## src/rtl/tpu_gemm_engine.sv

```systemverilog
// tpu_gemm_engine: output-stationary SxS systolic GEMM with tile sequencer.
// Define TPU_SAT_EN for saturating accumulation (default build wraps).
module tpu_gemm_engine #(
  parameter int ARRAY_SIZE = 4,
  parameter int DIM_W      = 4,
  parameter int ADDR_W     = 16,
  parameter int DATA_W     = 8,
  parameter int ACC_W      = 16
) (
  input  logic                         clk,
  input  logic                         rst,
  input  logic                         start,
  input  logic [DIM_W-1:0]             row_a,
  input  logic [DIM_W-1:0]             k,
  input  logic [DIM_W-1:0]             col_b,
  output logic                         busy,
  output logic                         done,
  output logic [ADDR_W-1:0]            index_a,
  input  logic [ARRAY_SIZE*DATA_W-1:0] rd_data_a,
  output logic [ADDR_W-1:0]            index_b,
  input  logic [ARRAY_SIZE*DATA_W-1:0] rd_data_b,
  output logic                         wr_en_out,
  output logic [ADDR_W-1:0]            index_out,
  output logic [ARRAY_SIZE*ACC_W-1:0]  wr_data_out
);
  localparam int S  = ARRAY_SIZE;
  localparam int RW = $clog2(S);
  localparam int CW = DIM_W + RW + 1;

  typedef enum logic [2:0] {
    IDLE, LOAD, FLUSH, WRITE, DONE
  } state_t;

  state_t state, state_nxt;
  logic [CW-1:0] cnt;
  logic [DIM_W-1:0] m_q, k_q, n_q;
  logic [DIM_W-1:0] t_q, c_q, nrt, nct;
  logic last_tile, valid_q, clr;
  logic [RW-1:0] rsel;

  assign nrt = DIM_W'((int'(m_q) + S - 1) / S);
  assign nct = DIM_W'((int'(n_q) + S - 1) / S);
  assign last_tile = (t_q == nrt - 1'b1) &&
                     (c_q == nct - 1'b1);
  assign busy = (state != IDLE);
  assign done = (state == DONE);
  assign clr  = (state_nxt == LOAD) && (state != LOAD);
  assign rsel = cnt[RW-1:0];

  always_comb begin
    state_nxt = state;
    unique case (state)
      IDLE:
        if (start)
          state_nxt = (row_a != '0 && k != '0 &&
                       col_b != '0) ? LOAD : DONE;
      LOAD:
        if (cnt == CW'(k_q - 1'b1)) state_nxt = FLUSH;
      FLUSH:
        if (cnt == CW'(2*S-2)) state_nxt = WRITE;
      WRITE:
        if (cnt == CW'(S-1))
          state_nxt = last_tile ? DONE : LOAD;
      DONE:
        state_nxt = IDLE;
      default:
        state_nxt = IDLE;
    endcase
  end

  always_ff @(posedge clk or posedge rst) begin
    if (rst) begin
      state   <= IDLE;
      cnt     <= '0;
      valid_q <= 1'b0;
      m_q     <= '0;
      k_q     <= '0;
      n_q     <= '0;
      t_q     <= '0;
      c_q     <= '0;
    end else begin
      state   <= state_nxt;
      cnt     <= (state_nxt != state) ? '0 : cnt + 1'b1;
      valid_q <= (state == LOAD);
      if (state == IDLE && start) begin
        m_q <= row_a;
        k_q <= k;
        n_q <= col_b;
        t_q <= '0;
        c_q <= '0;
      end
      if (state == WRITE && state_nxt == LOAD) begin
        if (c_q == nct - 1'b1) begin
          c_q <= '0;
          t_q <= t_q + 1'b1;
        end else begin
          c_q <= c_q + 1'b1;
        end
      end
    end
  end

  assign index_a = (state == LOAD) ?
    ADDR_W'(t_q) * ADDR_W'(k_q) + ADDR_W'(cnt) : '0;
  assign index_b = (state == LOAD) ?
    ADDR_W'(c_q) * ADDR_W'(k_q) + ADDR_W'(cnt) : '0;

  // Lanes past the matrix edge enter the array as zero
  logic signed [DATA_W-1:0] a_lane [S];
  logic signed [DATA_W-1:0] b_lane [S];
  logic signed [DATA_W-1:0] a_edge [S];
  logic signed [DATA_W-1:0] b_edge [S];

  always_comb begin
    for (int i = 0; i < S; i++) begin
      a_lane[i] = '0;
      b_lane[i] = '0;
      if (valid_q && int'(t_q) * S + i < int'(m_q))
        a_lane[i] = rd_data_a[i*DATA_W +: DATA_W];
      if (valid_q && int'(c_q) * S + i < int'(n_q))
        b_lane[i] = rd_data_b[i*DATA_W +: DATA_W];
    end
  end

  for (genvar i = 0; i < S; i++) begin : g_skew
    if (i == 0) begin : g_direct
      assign a_edge[i] = a_lane[i];
      assign b_edge[i] = b_lane[i];
    end else begin : g_delay
      logic signed [DATA_W-1:0] sa [i];
      logic signed [DATA_W-1:0] sb [i];
      always_ff @(posedge clk or posedge rst) begin
        if (rst) begin
          for (int d = 0; d < i; d++) begin
            sa[d] <= '0;
            sb[d] <= '0;
          end
        end else begin
          sa[0] <= a_lane[i];
          sb[0] <= b_lane[i];
          for (int d = 1; d < i; d++) begin
            sa[d] <= sa[d-1];
            sb[d] <= sb[d-1];
          end
        end
      end
      assign a_edge[i] = sa[i-1];
      assign b_edge[i] = sb[i-1];
    end
  end

  logic signed [DATA_W-1:0] a_in  [S][S];
  logic signed [DATA_W-1:0] b_in  [S][S];
  logic signed [DATA_W-1:0] a_reg [S][S-1];
  logic signed [DATA_W-1:0] b_reg [S-1][S];
  logic signed [ACC_W-1:0]  acc   [S][S];

  always_ff @(posedge clk or posedge rst) begin
    if (rst) begin
      for (int i = 0; i < S; i++)
        for (int j = 0; j < S-1; j++) begin
          a_reg[i][j] <= '0;
          b_reg[j][i] <= '0;
        end
    end else begin
      for (int i = 0; i < S; i++)
        for (int j = 0; j < S-1; j++) begin
          a_reg[i][j] <= a_in[i][j];
          b_reg[j][i] <= b_in[j][i];
        end
    end
  end

  for (genvar i = 0; i < S; i++) begin : g_row
    for (genvar j = 0; j < S; j++) begin : g_pe
      if (j == 0) begin : g_al
        assign a_in[i][j] = a_edge[i];
      end else begin : g_ar
        assign a_in[i][j] = a_reg[i][j-1];
      end
      if (i == 0) begin : g_bt
        assign b_in[i][j] = b_edge[j];
      end else begin : g_bd
        assign b_in[i][j] = b_reg[i-1][j];
      end

      logic signed [2*DATA_W-1:0] prod;
      logic signed [ACC_W-1:0]    p;
      assign prod = a_in[i][j] * b_in[i][j];
      assign p    = ACC_W'(prod);

`ifdef TPU_SAT_EN
      logic signed [ACC_W:0] sum;
      logic                  sat;
      assign sum = {acc[i][j][ACC_W-1], acc[i][j]} +
                   {p[ACC_W-1], p};
      // Sticky clamp: a saturated element ignores later terms
      always_ff @(posedge clk or posedge rst) begin
        if (rst) begin
          acc[i][j] <= '0;
          sat       <= 1'b0;
        end else if (clr) begin
          acc[i][j] <= '0;
          sat       <= 1'b0;
        end else if (!sat) begin
          if (sum[ACC_W] != sum[ACC_W-1]) begin
            sat       <= 1'b1;
            acc[i][j] <= sum[ACC_W] ?
              {1'b1, {(ACC_W-1){1'b0}}} :
              {1'b0, {(ACC_W-1){1'b1}}};
          end else begin
            acc[i][j] <= sum[ACC_W-1:0];
          end
        end
      end
`else
      always_ff @(posedge clk or posedge rst) begin
        if (rst)      acc[i][j] <= '0;
        else if (clr) acc[i][j] <= '0;
        else          acc[i][j] <= acc[i][j] + p;
      end
`endif
    end
  end

  logic [S*ACC_W-1:0] row_word;

  always_comb begin
    row_word = '0;
    for (int j = 0; j < S; j++)
      if (int'(c_q) * S + j < int'(n_q))
        row_word[j*ACC_W +: ACC_W] = acc[rsel][j];
  end

  always_ff @(posedge clk or posedge rst) begin
    if (rst) begin
      wr_en_out   <= 1'b0;
      index_out   <= '0;
      wr_data_out <= '0;
    end else begin
      wr_en_out <= 1'b0;
      if (state == WRITE) begin
        wr_en_out   <= (int'(t_q) * S + int'(rsel))
                       < int'(m_q);
        index_out   <= (ADDR_W'(t_q) * ADDR_W'(nct) +
                        ADDR_W'(c_q)) * ADDR_W'(S) +
                       ADDR_W'(rsel);
        wr_data_out <= row_word;
      end
    end
  end

endmodule

```

## config.mk

```make
export PLATFORM = sky130hd
export DESIGN_NAME = tpu_gemm_engine
export DESIGN_NICKNAME = d
export VERILOG_FILES = /design/src/rtl/tpu_gemm_engine.sv
export SDC_FILE = /design/constraint.sdc
export NUM_CORES = 2
export LEC_CHECK = 0
export ABC_AREA = 0
export ABC_CLOCK_PERIOD_IN_PS = 28800
export CAP_MARGIN = 20
export CORE_AREA = 4 4 455 457
export CTS_CLUSTER_SIZE = 25
export DETAILED_ROUTE_END_ITERATION = 12
export DIE_AREA = 0 0 459 461
export PLACE_DENSITY = 0.52
export SLEW_MARGIN = 20
export SYNTH_ARGS = -nofsm -noshare
export SYNTH_HDL_FRONTEND = slang
export SYNTH_SLANG_ARGS = --single-unit
export TNS_END_PERCENT = 10
```

## constraint.sdc

```tcl
create_clock -name clk -period 28.8 [get_ports clk]
set_input_delay 2.88 -clock clk [delete_from_list [all_inputs] [get_ports clk]]
set_output_delay 2.88 -clock clk [all_outputs]
set_load 0.05 [all_outputs]
```

---- Yosys cells after proc, flatten, opt, wreduce, memory -nomap -nowiden ----
Cells that the tools add are included.
operators by class
  reductions and logical operators ........ 22
  $mul .................................... 19
  $lt $le $gt $ge ......................... 10
  bitwise gates (word level) .............. 3
  multiplexer cells ....................... 48
  add/sub/neg operators ................... 39
  eq/ne operators ......................... 12
operator list
  operator                                           number
  2-to-1 mux 16 bit                                  20
  adder 16 bit                                       16
  multiplier 8 x 8 -> 16 bit                         16
  binary-select mux 64 bit (select 2 bit)            1
  2-to-1 mux 64 bit                                  2
  2-to-1 mux 8 bit                                   8
  < comparator 7 x 4 -> 1 bit                        7
  adder 6 x 2 -> 7 bit (second input constant)       4
  multiplier 4 x 4 -> 8 bit                          3
  2-to-1 mux 4 bit                                   6
  adder 8 x 7 -> 9 bit                               2
  2-to-1 mux 3 bit                                   6
  2-to-1 mux 9 bit                                   2
  adder 6 x 1 -> 7 bit (second input constant)       2
  logical AND 1 bit                                  14
  adder 11 x 2 -> 12 bit                             1
  < comparator 6 x 4 -> 1 bit                        2
  case mux 3 bit (4 select lines)                    1
  nonzero test 4 bit                                 3
  subtractor 5 x 1 -> 6 bit (second input constant)  2
  adder 4 x 3 -> 5 bit (second input constant)       2
  adder 8 x 4 -> 9 bit                               1
  adder 4 x 1 -> 4 bit                               2
  adder 4 x 1 -> 4 bit (second input constant)       2
  22 further kinds                                   28
word-level totals
  bits in registers ....................... 656
  bits of input ports ..................... 79
  output and inout bits ................... 115

---- Logic depth before layout (Yosys ltp) ----
  word-level depth ........................ 14
  mapped depth ............................ 28

---- Least setup slack after synthesis ----
No wires, ideal clock.
  path type ............................... input -> register
  from .................................... input port rd_data_a[7]
  to ...................................... register acc[255] (netlist name)
  setup time .............................. 0.121 ns
  stages on the path ...................... 16
  setup slack ............................. 21.240 ns
  arrival ................................. 7.439 ns
  path buffers ............................ 0
  cell sequence ........................... nand2_1 > nor2_1 > inv_1 > fa_1 > inv_1 > fa_1 > fa_1 > fa_1 > fa_1 > ha_1 > o21a_1 > a21oi_1 > a21oi_1 > o21ai_0 > xnor2_1 > nor2_1
between the ends
  cells in the longest elaborated chain, start to end .. 4
ends and longest elaborated chain
  what                            RTL line  source
  start: declaration              19        input logic [ARRAY_SIZE*DATA_W-1:0] rd_data_a,
  2-to-1 mux 8 bit                118       if (valid_q && int'(t_q) * S + i < int'(m_q))
  multiplier 8 x 8 -> 16 bit      189       assign prod = a_in[i][j] * b_in[i][j];
  adder 16 bit                    220       else acc[i][j] <= acc[i][j] + p;
  2-to-1 mux 16 bit               219       else if (clr) acc[i][j] <= '0;
  end signal: indexed assignment  220
  end: declaration                156       logic signed [ACC_W-1:0] acc [S][S];
No other way between the ends.
A chain may end at the register's enable or synchronous reset.

---- Final worst setup path ----
  from .................................... register t_q[2]
  to ...................................... output port index_a[7]
between the ends
  cells in the longest elaborated chain, start to end .. 3
ends and longest elaborated chain
  what                       RTL line  source
  start: declaration         37        logic [DIM_W-1:0] t_q, c_q, nrt, nct;
  start signal: assignment   95        t_q <= t_q + 1'b1;
  multiplier 4 x 4 -> 8 bit  104       ADDR_W'(t_q) * ADDR_W'(k_q) + ADDR_W'(cnt) : '0;
  adder 8 x 7 -> 9 bit       104
  2-to-1 mux 9 bit           103       assign index_a = (state == LOAD) ?
  end: declaration           18        output logic [ADDR_W-1:0] index_a,
No other way between the ends.

==> results.txt <==
----------------------------------------------------
[Floorplanning]
  Core ar. ... 204000 µm²
  Top-Level Pins ... roughly 190
  Chip width ... 459 µm
  Vertical die dimension ... 461 µm
  Initial core utilization ... between 30% and 40%
  Die ar. ... 212000 µm²
  Number of cell rows ... 166

[STA]
  Count of final hold-check violations ... 0
  Setup violations, final ... 0
  Minimum clock period ... 7.96 ns
  Peak Freq ... 126 MHz
  Worst relative slew slack ... around a third
  Share of the clock period used by the worst path after layout ... between 20% and 30%
  Clk_skew ... ~0.027 ns
  Total negative slack ... 0 ns
  Max Transition Viols Final ... 0
  Worst Max-Slew Pin Slew ... 0.995 ns
  Setup repair after global routing missed its margin ... no

[Placement]
  Half-perimeter wire length after placement ... about 150 mm
  Number of port buffers ... 173
  Final RePlAce weighted congestion ... 0.839

[Clock network]
  Number of gates resized after cts ... 0
  Clock net sink count ... 650
  Clock Latency Late Sink ... 0.71 ns
  Number of buffers between clock root and the deepest sink ... 3
  Setup Fix Bufs, Post-CTS ... 0
  Count of hold buffers inserted by post-cts repair ... 0
  H-tree levels ... 3
  Number of CTS-inserted buffers ... 88
  Clk Tree Root Cell ... clkbuf_16
  Clock tree from TritonCTS ... done
  Worst-path clk slew ... around 0.060 ns

[Synth]
  Synth Register Bits ... 650
  Mapped Cells ... 6911
  Simple-gate portion of the synthesized area ... a little over an eighth
  Number of synthesized flops with an enable pin ... 0
  Synthesis warning total ... 0
  Predominant post-synthesis flop cell ... dfrtp_1
  Post-Syn Area ... 70700 µm²
  Unique masters post-synth ... 67
  Sequential element share of the synthesized area ... a little under a quarter
  Dominant combinational cell family by area after synthesis ... adder cells
  Share of synthesized flip-flops with an asynchronous set or reset ... 100%
  Synthesized area per cell ... around 10 µm²
  Fraction of synthesized cell area taken by the top area cell type ... around 33%
  Share of synthesized cell area in full adder, half adder and majority cells ... 44.4%
  List of most frequent post-synthesis cells ... inv_1 (1580), fa_1 (1159), ha_1 (655)
  Count leader, synth ... inv_1
  Compound-Gate Fraction of Synth Area ... 4.07%
  Leading post-synthesis cells by cell area ... fa_1 (33%), dfrtp_1 (23%), ha_1 (12%)
  Portion of netlist area occupied by mux cells ... 2.13%
  Xor-xnor portion of the synthesized cell area ... 3.88%
  Dominant cell type by area after synthesis ... fa_1

[Layout]
  Layout cells sized above 1 ... 4.15%
  Final-layout fill cell count ... 20200
  Fin nets ... 8983
  Total area of multi-input combinational cells ... 48000 µm²
  Reg area ... 16300 µm²
  Synthesis-to-layout area growth ... 11.3%

[Setup path]
  Type of the setup path with the least slack ... reg -> out
  Critical Path Fanout Max ... 13
  Crit start category ... flip-flop
  Nature of the critical path endpoint ... output port
  Worst Path Required ... between 20 and 30 ns
  WP data arrival ... 5.08 ns

[Global routing]
  Maximum number of pins on one net before global-route repair ... 86
  Number of antenna violations at the first check in global routing ... 5
  Overflow left after global routing ... 0
  Number of global-route vias before repair ... 51200
  Wire length of the first global-routing pass ... 290 mm
  Overall Global Routing Usage ... between 10% and 20%

[Detailed routing]
  Vias per cell ... 4.66
  Starting DRT DRC Count ... between 2000 and 2500
  Total iterations of the first detailed-routing run ... 7
  ANT nets after route ... 0
  Routed WL per cell ... 18.0 µm
  Final routed DRC violation total ... 0
  Vias after detailed routing ... 46000
  Drt total wl ... 177 mm

[Run]
  Number of max-cap violations ... 0

[Hold path]
  Worst min-delay path category ... reg -> reg

[Run status]
  Run status ... finished, final reports clean

----------------------------------------------------
[state kept, by name, indices dropped and copies added, names as in the netlist, 7 cells and up]
| name | flops |
|---|---|
| index_out | 10 |
| b_in | 96 |
| cnt | 7 |
| wr_data_out | 64 |
| a_edge | 16 |
| a_in | 96 |
| g_skew.g_delay.sa | 32 |
| g_skew.g_delay.sb | 32 |
| acc | 256 |
| b_edge | 16 |
[cell families after synthesis]
| logic type | Yosys count |
|---|---|
| fa+ha+maj | 1814 |
| buf+inv | 1709 |
| xor+xnor | 310 |
| flops | 650 |
| compound gates | 476 |
| other cells | 1 |
| simple gates | 1881 |
| mux | 70 |
[worst max-delay path: stages (launching register included)]
cell             delay [ns]
dfrtp_1                0.64
nand2_1                0.16
fa_1                   0.58
fa_1                   0.43
fa_1                   0.49
inv_1                  0.04
ha_1                   0.29
nor2b_1                0.15
o21ai_0                0.16
nand2b_1               0.11
a21o_1                 0.18
a21oi_1                0.17
xor2_1                 0.09
nor2_1                 0.08
clkdlybuf4s50_1        0.81
[routing by layer]
| metal | GRT usage (%) | vias to the layer above | routed length [µm] |
|---|---|---|---|
| li1 | - | 21300 | - |
| met1 | 22.4 | 23800 | 75200 |
| met2 | 31.2 | 656 | 91400 |
| met3 | 1.83 | 197 | 4810 |
| met4 | 4.88 | 0 | 5640 |
| met5 | 0 | - | 0 |
[area by class of cell]
type	instances	share of cell area [%]
multi-input cells	4571	61.0
flip-flops and latches	650	20.7
inverters	1580	7.54
well taps	2688	4.27
clock buffers	115	3.17
repair buffers	199	2.45
clock inverters	49	0.903
diodes	6	0.0191
[final timing paths]
| kind | startpoint | to | slack (ns) | depth (start not counted) |
|---|---|---|---|---|
| min in group asynchronous | rst | wr_data_out[19] | 2.67 | 2 |
| setup reg to reg | t_q[1] | acc[255] | 22.08 | 19 |
| hold reg to reg | g_skew[3].g_delay.sa[9] | a_edge[1] | 0.34 | 0 |
| hold / removal | g_skew[3].g_delay.sa[9] | a_edge[1] | 0.34 | 0 |
| max in group asynchronous | rst | cnt[0] | 22.42 | 6 |
| setup / recovery | t_q[2] | index_a[7] | 20.84 | 14 |
[through the flow]
stage / instance area (µm²) / setup slack (ns) / hold slack, ns / utilization [%] / std cells
finish: 78700 / 20.84 / 0.339 / 38.7 / 9858
global route: 78700 / 20.56 / 0.351 / 38.7 / 9854
CTS: 78700 / 20.78 / 0.339 / 38.7 / 9852
detailed placement: 75500 / 20.78 / 0.335 / 37.1 / 9688
global placement: 75500 / 20.77 / 0.332 / 37.1 / 9688
floorplan: 70800 / 7.71 / 0.331 / - / 6930
[cells in the final DEF, fill, tap and decap left out, types with 8 or more instances in the layout]
| cell type | instances |
|---|---|
| inv_1 | 1579 |
| fa_1 | 1159 |
| ha_1 | 655 |
| nand2_1 | 651 |
| dfrtp_1 | 648 |
| and2_1 | 478 |
| nor2_1 | 283 |
| xnor2_1 | 235 |
| o21ai_0 | 189 |
| clkdlybuf4s50_1 | 173 |
| nor2b_1 | 139 |
| nand2b_1 | 126 |
| a21oi_1 | 107 |
| clkbuf_16 | 90 |
| xor2_1 | 73 |
| mux4_2 | 64 |
| nor3_1 | 64 |
| nand3_1 | 42 |
| o21a_1 | 28 |
| a31oi_1 | 28 |
| buf_4 | 25 |
| or3_1 | 22 |
| conb_1 | 20 |
| a211oi_1 | 19 |
| a21o_1 | 17 |
| or2_2 | 17 |
| a211o_1 | 15 |
| and3_1 | 15 |
| clkbuf_8 | 15 |
| bufinv_16 | 14 |
| clkinvlp_4 | 12 |
| or3b_2 | 11 |
| o21bai_1 | 10 |
| clkbuf_1 | 10 |
| clkinv_2 | 10 |
| o211ai_1 | 8 |
| a21boi_0 | 8 |
| o41ai_1 | 8 |
| a2111oi_0 | 8 |
Power is not shown: default switching activity piles up to over one toggle a cycle in this logic, so the estimate is an artifact.
